===== src/rtl/wb_burst_pkg.sv =====
// Shared types and constants for the Wishbone burst SRAM responder.
package wb_burst_pkg;
  localparam int DATA_W     = 32;
  localparam int BL_W       = 10;
  localparam int WORD_SHIFT = 2;

  typedef enum logic [1:0] {
    IDLE,
    RD,
    WR,
    DONE
  } state_t;
endpackage


===== src/rtl/wb_burst_skid_fifo.sv =====
// Read-return skid FIFO: synchronous, power-of-2 depth, flush, simultaneous push+pop when full.
module wb_burst_skid_fifo #(
  parameter int DEPTH = 4,
  parameter int WIDTH = 32
) (
  input  logic                     clk,
  input  logic                     rst,
  input  logic                     flush,
  input  logic                     push,
  input  logic [WIDTH-1:0]         push_data,
  input  logic                     pop,
  output logic [WIDTH-1:0]         head,
  output logic [$clog2(DEPTH):0]   count,
  output logic                     empty,
  output logic                     full
);
  localparam int AW = $clog2(DEPTH);

  logic [WIDTH-1:0] mem [DEPTH];
  logic [AW-1:0]    wr_ptr;
  logic [AW-1:0]    rd_ptr;
  logic             do_push;
  logic             do_pop;

  assign empty   = (count == '0);
  assign full    = (count == (AW+1)'(DEPTH));
  assign do_pop  = pop && !empty;
  assign do_push = push && (!full || do_pop);
  assign head    = mem[rd_ptr];

  always_ff @(posedge clk) begin
    if (do_push) begin
      mem[wr_ptr] <= push_data;
    end
  end

  always_ff @(posedge clk) begin
    if (rst || flush) begin
      wr_ptr <= '0;
      rd_ptr <= '0;
      count  <= '0;
    end else begin
      if (do_push) begin
        wr_ptr <= wr_ptr + 1'b1;
      end
      if (do_pop) begin
        rd_ptr <= rd_ptr + 1'b1;
      end
      case ({do_push, do_pop})
        2'b10:   count <= count + 1'b1;
        2'b01:   count <= count - 1'b1;
        default: count <= count;
      endcase
    end
  end
endmodule


===== src/rtl/wb_burst_sram_slave.sv =====
// Wishbone burst slave serving line refills and write-backs from a 1-cycle-latency
// single-port SRAM; reads stream through a credit-limited skid FIFO.
module wb_burst_sram_slave #(
  parameter int DATA_W     = 32,
  parameter int ADDR_W     = 8,
  parameter int BL_W       = 10,
  parameter int SKID_DEPTH = 4
) (
  input  logic              clk,
  input  logic              wb_rst_i,
  input  logic              wbs_cyc_i,
  input  logic              wbs_stb_i,
  input  logic              wbs_we_i,
  input  logic [3:0]        wbs_sel_i,
  input  logic [31:0]       wbs_adr_i,
  input  logic [DATA_W-1:0] wbs_dat_i,
  input  logic [BL_W-1:0]   wbs_bl_i,
  input  logic              wbs_bry_i,
  output logic              wbs_ack_o,
  output logic [DATA_W-1:0] wbs_dat_o,
  output logic              sram_csb0_o,
  output logic              sram_web0_o,
  output logic [3:0]        sram_wmask0_o,
  output logic [ADDR_W-1:0] sram_addr0_o,
  output logic [DATA_W-1:0] sram_din0_o,
  input  logic [DATA_W-1:0] sram_dout0_i
);
  import wb_burst_pkg::*;

  localparam int CW  = BL_W + 1;
  localparam int FCW = $clog2(SKID_DEPTH) + 1;

  state_t            state;
  logic [ADDR_W-1:0] ptr;
  logic [CW-1:0]     n_beats;
  logic [CW-1:0]     issued;
  logic [CW-1:0]     acked;
  logic [3:0]        sel_q;
  logic              inflight;
  logic              issue;
  logic              last_ack;
  logic [31:0]       occ;

  logic              fifo_flush;
  logic              fifo_pop;
  logic [DATA_W-1:0] fifo_head;
  logic [FCW-1:0]    fifo_count;
  logic              fifo_empty;
  logic              fifo_full_unused;
  logic              unused_adr;

  assign unused_adr = &{1'b0, wbs_adr_i[31:ADDR_W+WORD_SHIFT], wbs_adr_i[WORD_SHIFT-1:0]};
  assign fifo_flush = (state == RD) && !wbs_cyc_i;
  assign last_ack   = ((acked + CW'(1)) == n_beats);

  wb_burst_skid_fifo #(
    .DEPTH (SKID_DEPTH),
    .WIDTH (DATA_W)
  ) u_skid (
    .clk       (clk),
    .rst       (wb_rst_i),
    .flush     (fifo_flush),
    .push      (inflight),
    .push_data (sram_dout0_i),
    .pop       (fifo_pop),
    .head      (fifo_head),
    .count     (fifo_count),
    .empty     (fifo_empty),
    .full      (fifo_full_unused)
  );

  // Handshake and SRAM drive are combinational so a write beat lands in the same cycle it is acked.
  always_comb begin
    wbs_ack_o     = 1'b0;
    wbs_dat_o     = '0;
    sram_csb0_o   = 1'b1;
    sram_web0_o   = 1'b1;
    sram_wmask0_o = '0;
    sram_addr0_o  = '0;
    sram_din0_o   = '0;
    fifo_pop      = 1'b0;
    issue         = 1'b0;
    occ           = '0;
    if (!wb_rst_i) begin
      case (state)
        RD: begin
          fifo_pop  = !fifo_empty && wbs_bry_i && wbs_cyc_i;
          wbs_ack_o = fifo_pop;
          if (fifo_pop) begin
            wbs_dat_o = fifo_head;
          end
          // A read may issue only if its data is guaranteed a FIFO slot on return.
          occ = 32'(fifo_count) + 32'(inflight) + 32'(!fifo_pop);
          if (wbs_cyc_i && (issued < n_beats) && (occ <= 32'(SKID_DEPTH))) begin
            issue        = 1'b1;
            sram_csb0_o  = 1'b0;
            sram_addr0_o = ptr;
          end
        end
        WR: begin
          wbs_ack_o = wbs_bry_i && wbs_cyc_i && wbs_stb_i;
          if (wbs_ack_o) begin
            sram_csb0_o   = 1'b0;
            sram_web0_o   = 1'b0;
            sram_wmask0_o = sel_q;
            sram_din0_o   = wbs_dat_i;
            sram_addr0_o  = ptr;
          end
        end
        default: ;
      endcase
    end
  end

  always_ff @(posedge clk) begin
    if (wb_rst_i) begin
      state    <= IDLE;
      ptr      <= '0;
      n_beats  <= '0;
      issued   <= '0;
      acked    <= '0;
      sel_q    <= '0;
      inflight <= 1'b0;
    end else begin
      inflight <= issue;
      case (state)
        IDLE: begin
          if (wbs_cyc_i && wbs_stb_i) begin
            ptr     <= wbs_adr_i[WORD_SHIFT +: ADDR_W];
            n_beats <= (wbs_bl_i == '0) ? CW'(1) : {1'b0, wbs_bl_i};
            sel_q   <= wbs_sel_i;
            issued  <= '0;
            acked   <= '0;
            state   <= wbs_we_i ? WR : RD;
          end
        end
        RD: begin
          if (!wbs_cyc_i) begin
            state <= IDLE;
          end else begin
            if (issue) begin
              ptr    <= ptr + 1'b1;
              issued <= issued + CW'(1);
            end
            if (wbs_ack_o) begin
              acked <= acked + CW'(1);
              if (last_ack) begin
                state <= DONE;
              end
            end
          end
        end
        WR: begin
          if (!wbs_cyc_i) begin
            state <= IDLE;
          end else if (wbs_ack_o) begin
            ptr   <= ptr + 1'b1;
            acked <= acked + CW'(1);
            if (last_ack) begin
              state <= DONE;
            end
          end
        end
        DONE: begin
          if (!wbs_stb_i || !wbs_cyc_i) begin
            state <= IDLE;
          end
        end
        default: state <= IDLE;
      endcase
    end
  end
endmodule


===== config.mk =====
export PLATFORM = sky130hd
export DESIGN_NAME = wb_burst_sram_slave
export DESIGN_NICKNAME = d
export VERILOG_FILES = /design/src/rtl/wb_burst_pkg.sv /design/src/rtl/wb_burst_skid_fifo.sv /design/src/rtl/wb_burst_sram_slave.sv
export SDC_FILE = /design/constraint.sdc
export NUM_CORES = 1
export LEC_CHECK = 0
export ABC_AREA = 0
export ABC_CLOCK_PERIOD_IN_PS = 10100
export CORE_MARGIN = 5
export CORE_UTILIZATION = 53
export CTS_BUF_LIST = sky130_fd_sc_hd__clkbuf_4
export DETAILED_ROUTE_END_ITERATION = 10
export PLACE_DENSITY = 0.83
export SYNTH_ARGS = -nofsm -noshare
export SYNTH_HDL_FRONTEND = slang
export SYNTH_HIERARCHICAL = 1
export SYNTH_SLANG_ARGS = --single-unit

===== constraint.sdc =====
create_clock -name clk -period 10.1 [get_ports clk]
set_input_delay 3.03 -clock clk [delete_from_list [all_inputs] [get_ports clk]]
set_output_delay 3.03 -clock clk [all_outputs]
set_load 0.02 [all_outputs]

==> summary.txt <==
Run status
  – Status: finished, final reports clean

CTS
  – Clock Latency Late Sink: ~0.59 ns
  – CTS Hold Bufs: 0
  – CTS tree: yes
  – Max Root-Sink Buffers: 2
  – Clock root buffer: clkbuf_4
  – CTS clk-pin slew, worst paths: around 0.14 ns
  – Clk sinks: between 150 and 200
  – CTS H-tree depth: 4
  – Cts repair resizes: 0
  – CTS Buf Count: 17
  – Postcts setup bufs: 0

Floorplan
  – Full die area: roughly 0.019 mm^2
  – Core ar.: about 0.016 mm^2
  – # IOs: between 150 and 200
  – Initial Util: 0.534
  – Row count: 47
  – Die width: about 140 um
  – Height of the die: about 140 um

Worst setup path
  – Arr. time, crit path: between 6 and 7 ns
  – Critical path type: input pin to output pin
  – CP max FO: 14
  – Crit start category: input pin
  – Req. time, crit path: roughly 7.1 ns
  – Crit. End Element: output pin

Routing
  – Top layer in use: met5
  – Post-route ant nets: 0
  – DR pass1 iterations: 5
  – Vias: 6268
  – Detail Route met3 WL: 1590 um
  – DRC viols: 0
  – Detailed Route Iter0 Violations: around 320
  – WL/cell: 17.9 um
  – Met1 wire length: about 8000 um
  – Post-Route WL: 20000 um
  – WL met2: 9880 um
  – Vias/cell: 5.59

Logic synthesis
  – Syn avg cell area: between 10 and 15 um^2
  – Mapped Cells: about 720
  – Mapped Area: between 0.008 and 0.009 mm^2
  – Yosys Warn Count: 6
  – Post-Syn Nets: 860

Timing
  – Final setup vio count: 0
  – Period utilization: 0.956
  – Hold Vio Cnt, Final: 0
  – Tmin final: ~9.7 ns
  – Clk_skew: about 0.018 ns
  – Setup repair after global routing missed its margin: no
  – Setup TNS: 0 ns
  – Measured slew at the worst slew-check pin: approximately 1.1 ns
  – Highest clock rate: slightly above 100 MHz
  – Max Slew Vio Count: 0
  – Slew margin rel.: 0.268

Placement
  – GP Congestion: between 0.8 and 0.9
  – Hpwl dp: between 10000 and 15000 um
  – PortBufs: 170

Power and ir drop
  – Tot Pwr: approximately 0.0014 W
  – Pwr Density: roughly 130 mW/mm^2
  – Worst IR Drop VDD: approximately 0.00016 V
  – Pleak: 3.75 nW

Finish
  – Commonest non-fill, non-tap cell in the layout: clkdlybuf4s50_1
  – Fillers: approximately 1200
  – Layout area overhead: 25.8%
  – Fraction of layout cells with a size suffix above 1: 0.106
  – NumNets Final: roughly 1000
  – Commonest non-fill, non-tap cells in the layout: 170 x clkdlybuf4s50_1, 128 x edfxtp_1, 80 x and2_1

Global route
  – First-pass GRT wire length: about 33000 um
  – Largest net degree at the start of global routing: 38
  – Vias in the first global route: slightly above 6000
  – Gr usage total: 0.212
  – Congestion Overflow GR: 0
  – Antenna violations before repair: 2

Job
  – Max_cap viols: 0

Worst hold path
  – Worst Hold Class: register to register
report_power, final:
group / switching (W) / total [W] / internal, W
Combinational: 0.0000984 / 0.000179 / 0.0000803
Sequential: 0.0000117 / 0.000829 / 0.000817
Clock: 0.000272 / 0.000430 / 0.000158
metrics by stage:
| step | utilization | instances | hold slack [ns] | area (um^2) | setup slack [ns] |
|---|---|---|---|---|---|
| 2_1_floorplan | - | 719 | 0.432 | 8760 | 1.95 |
| 3_3_place_gp | 0.652 | 1089 | 0.437 | 10700 | 0.533 |
| 3_5_place_dp | 0.652 | 1089 | 0.444 | 10700 | 0.461 |
| 4_1_cts | 0.671 | 1120 | 0.463 | 11000 | 0.463 |
| 5_1_grt | 0.671 | 1121 | 0.482 | 11000 | 0.239 |
| 6_report | 0.671 | 1121 | 0.459 | 11000 | 0.440 |
registers in the layout, summed over array words and instances, names as in the netlist, named ones only:
register and flops:
state 2, u_skid/rd_ptr 2, u_skid/count 3, issued 11, u_skid/mem 128, sel_q 4
ptr 8, inflight 1, acked 11, n_beats 10, u_skid/wr_ptr 2
critical path, cell delays in order:
cell and delay (ns):
clkdlybuf4s50_1 0.48, nand2_1 0.19, nor2_1 0.08, fa_1 0.41, inv_1 0.07, ha_1 0.14
xor2_1 0.26, a221oi_4 0.11, buf_4 0.19, o22ai_1 0.83, a211o_1 0.23, clkdlybuf4s50_1 0.61
cell type report:
type | instances | area, um^2 | share of cell area
Sequential cell | 184 | 4970 | 0.451
Multi-Input combinational cell | 470 | 3530 | 0.321
Timing Repair Buffer | 184 | 1810 | 0.164
Tap cell | 220 | 275 | 0.0250
Clock inverter | 14 | 184 | 0.0167
Clock buffer | 17 | 128 | 0.0116
Inverter | 31 | 116 | 0.0106
Antenna cell | 1 | 2.50 | 0.000227
final timing paths:
path,startpoint,end,slack [ns],cells after the start
hold reg to reg,sel_q[0],sel_q[0],0.46,2
setup / recovery,wbs_bry_i,sram_csb0_o,0.44,12
setup reg to reg,u_skid/count[2],ptr[0],6.41,11
hold / removal,sel_q[0],sel_q[0],0.46,2
layer usage:
metal | GRT usage | up-vias
li1 | - | 2982
met3 | 0.0690 | 29
met1 | 0.264 | 3016
met4 | 0.0640 | 2
met5 | 0 | -
met2 | 0.356 | 239
Power figures use the tool's default switching activity.
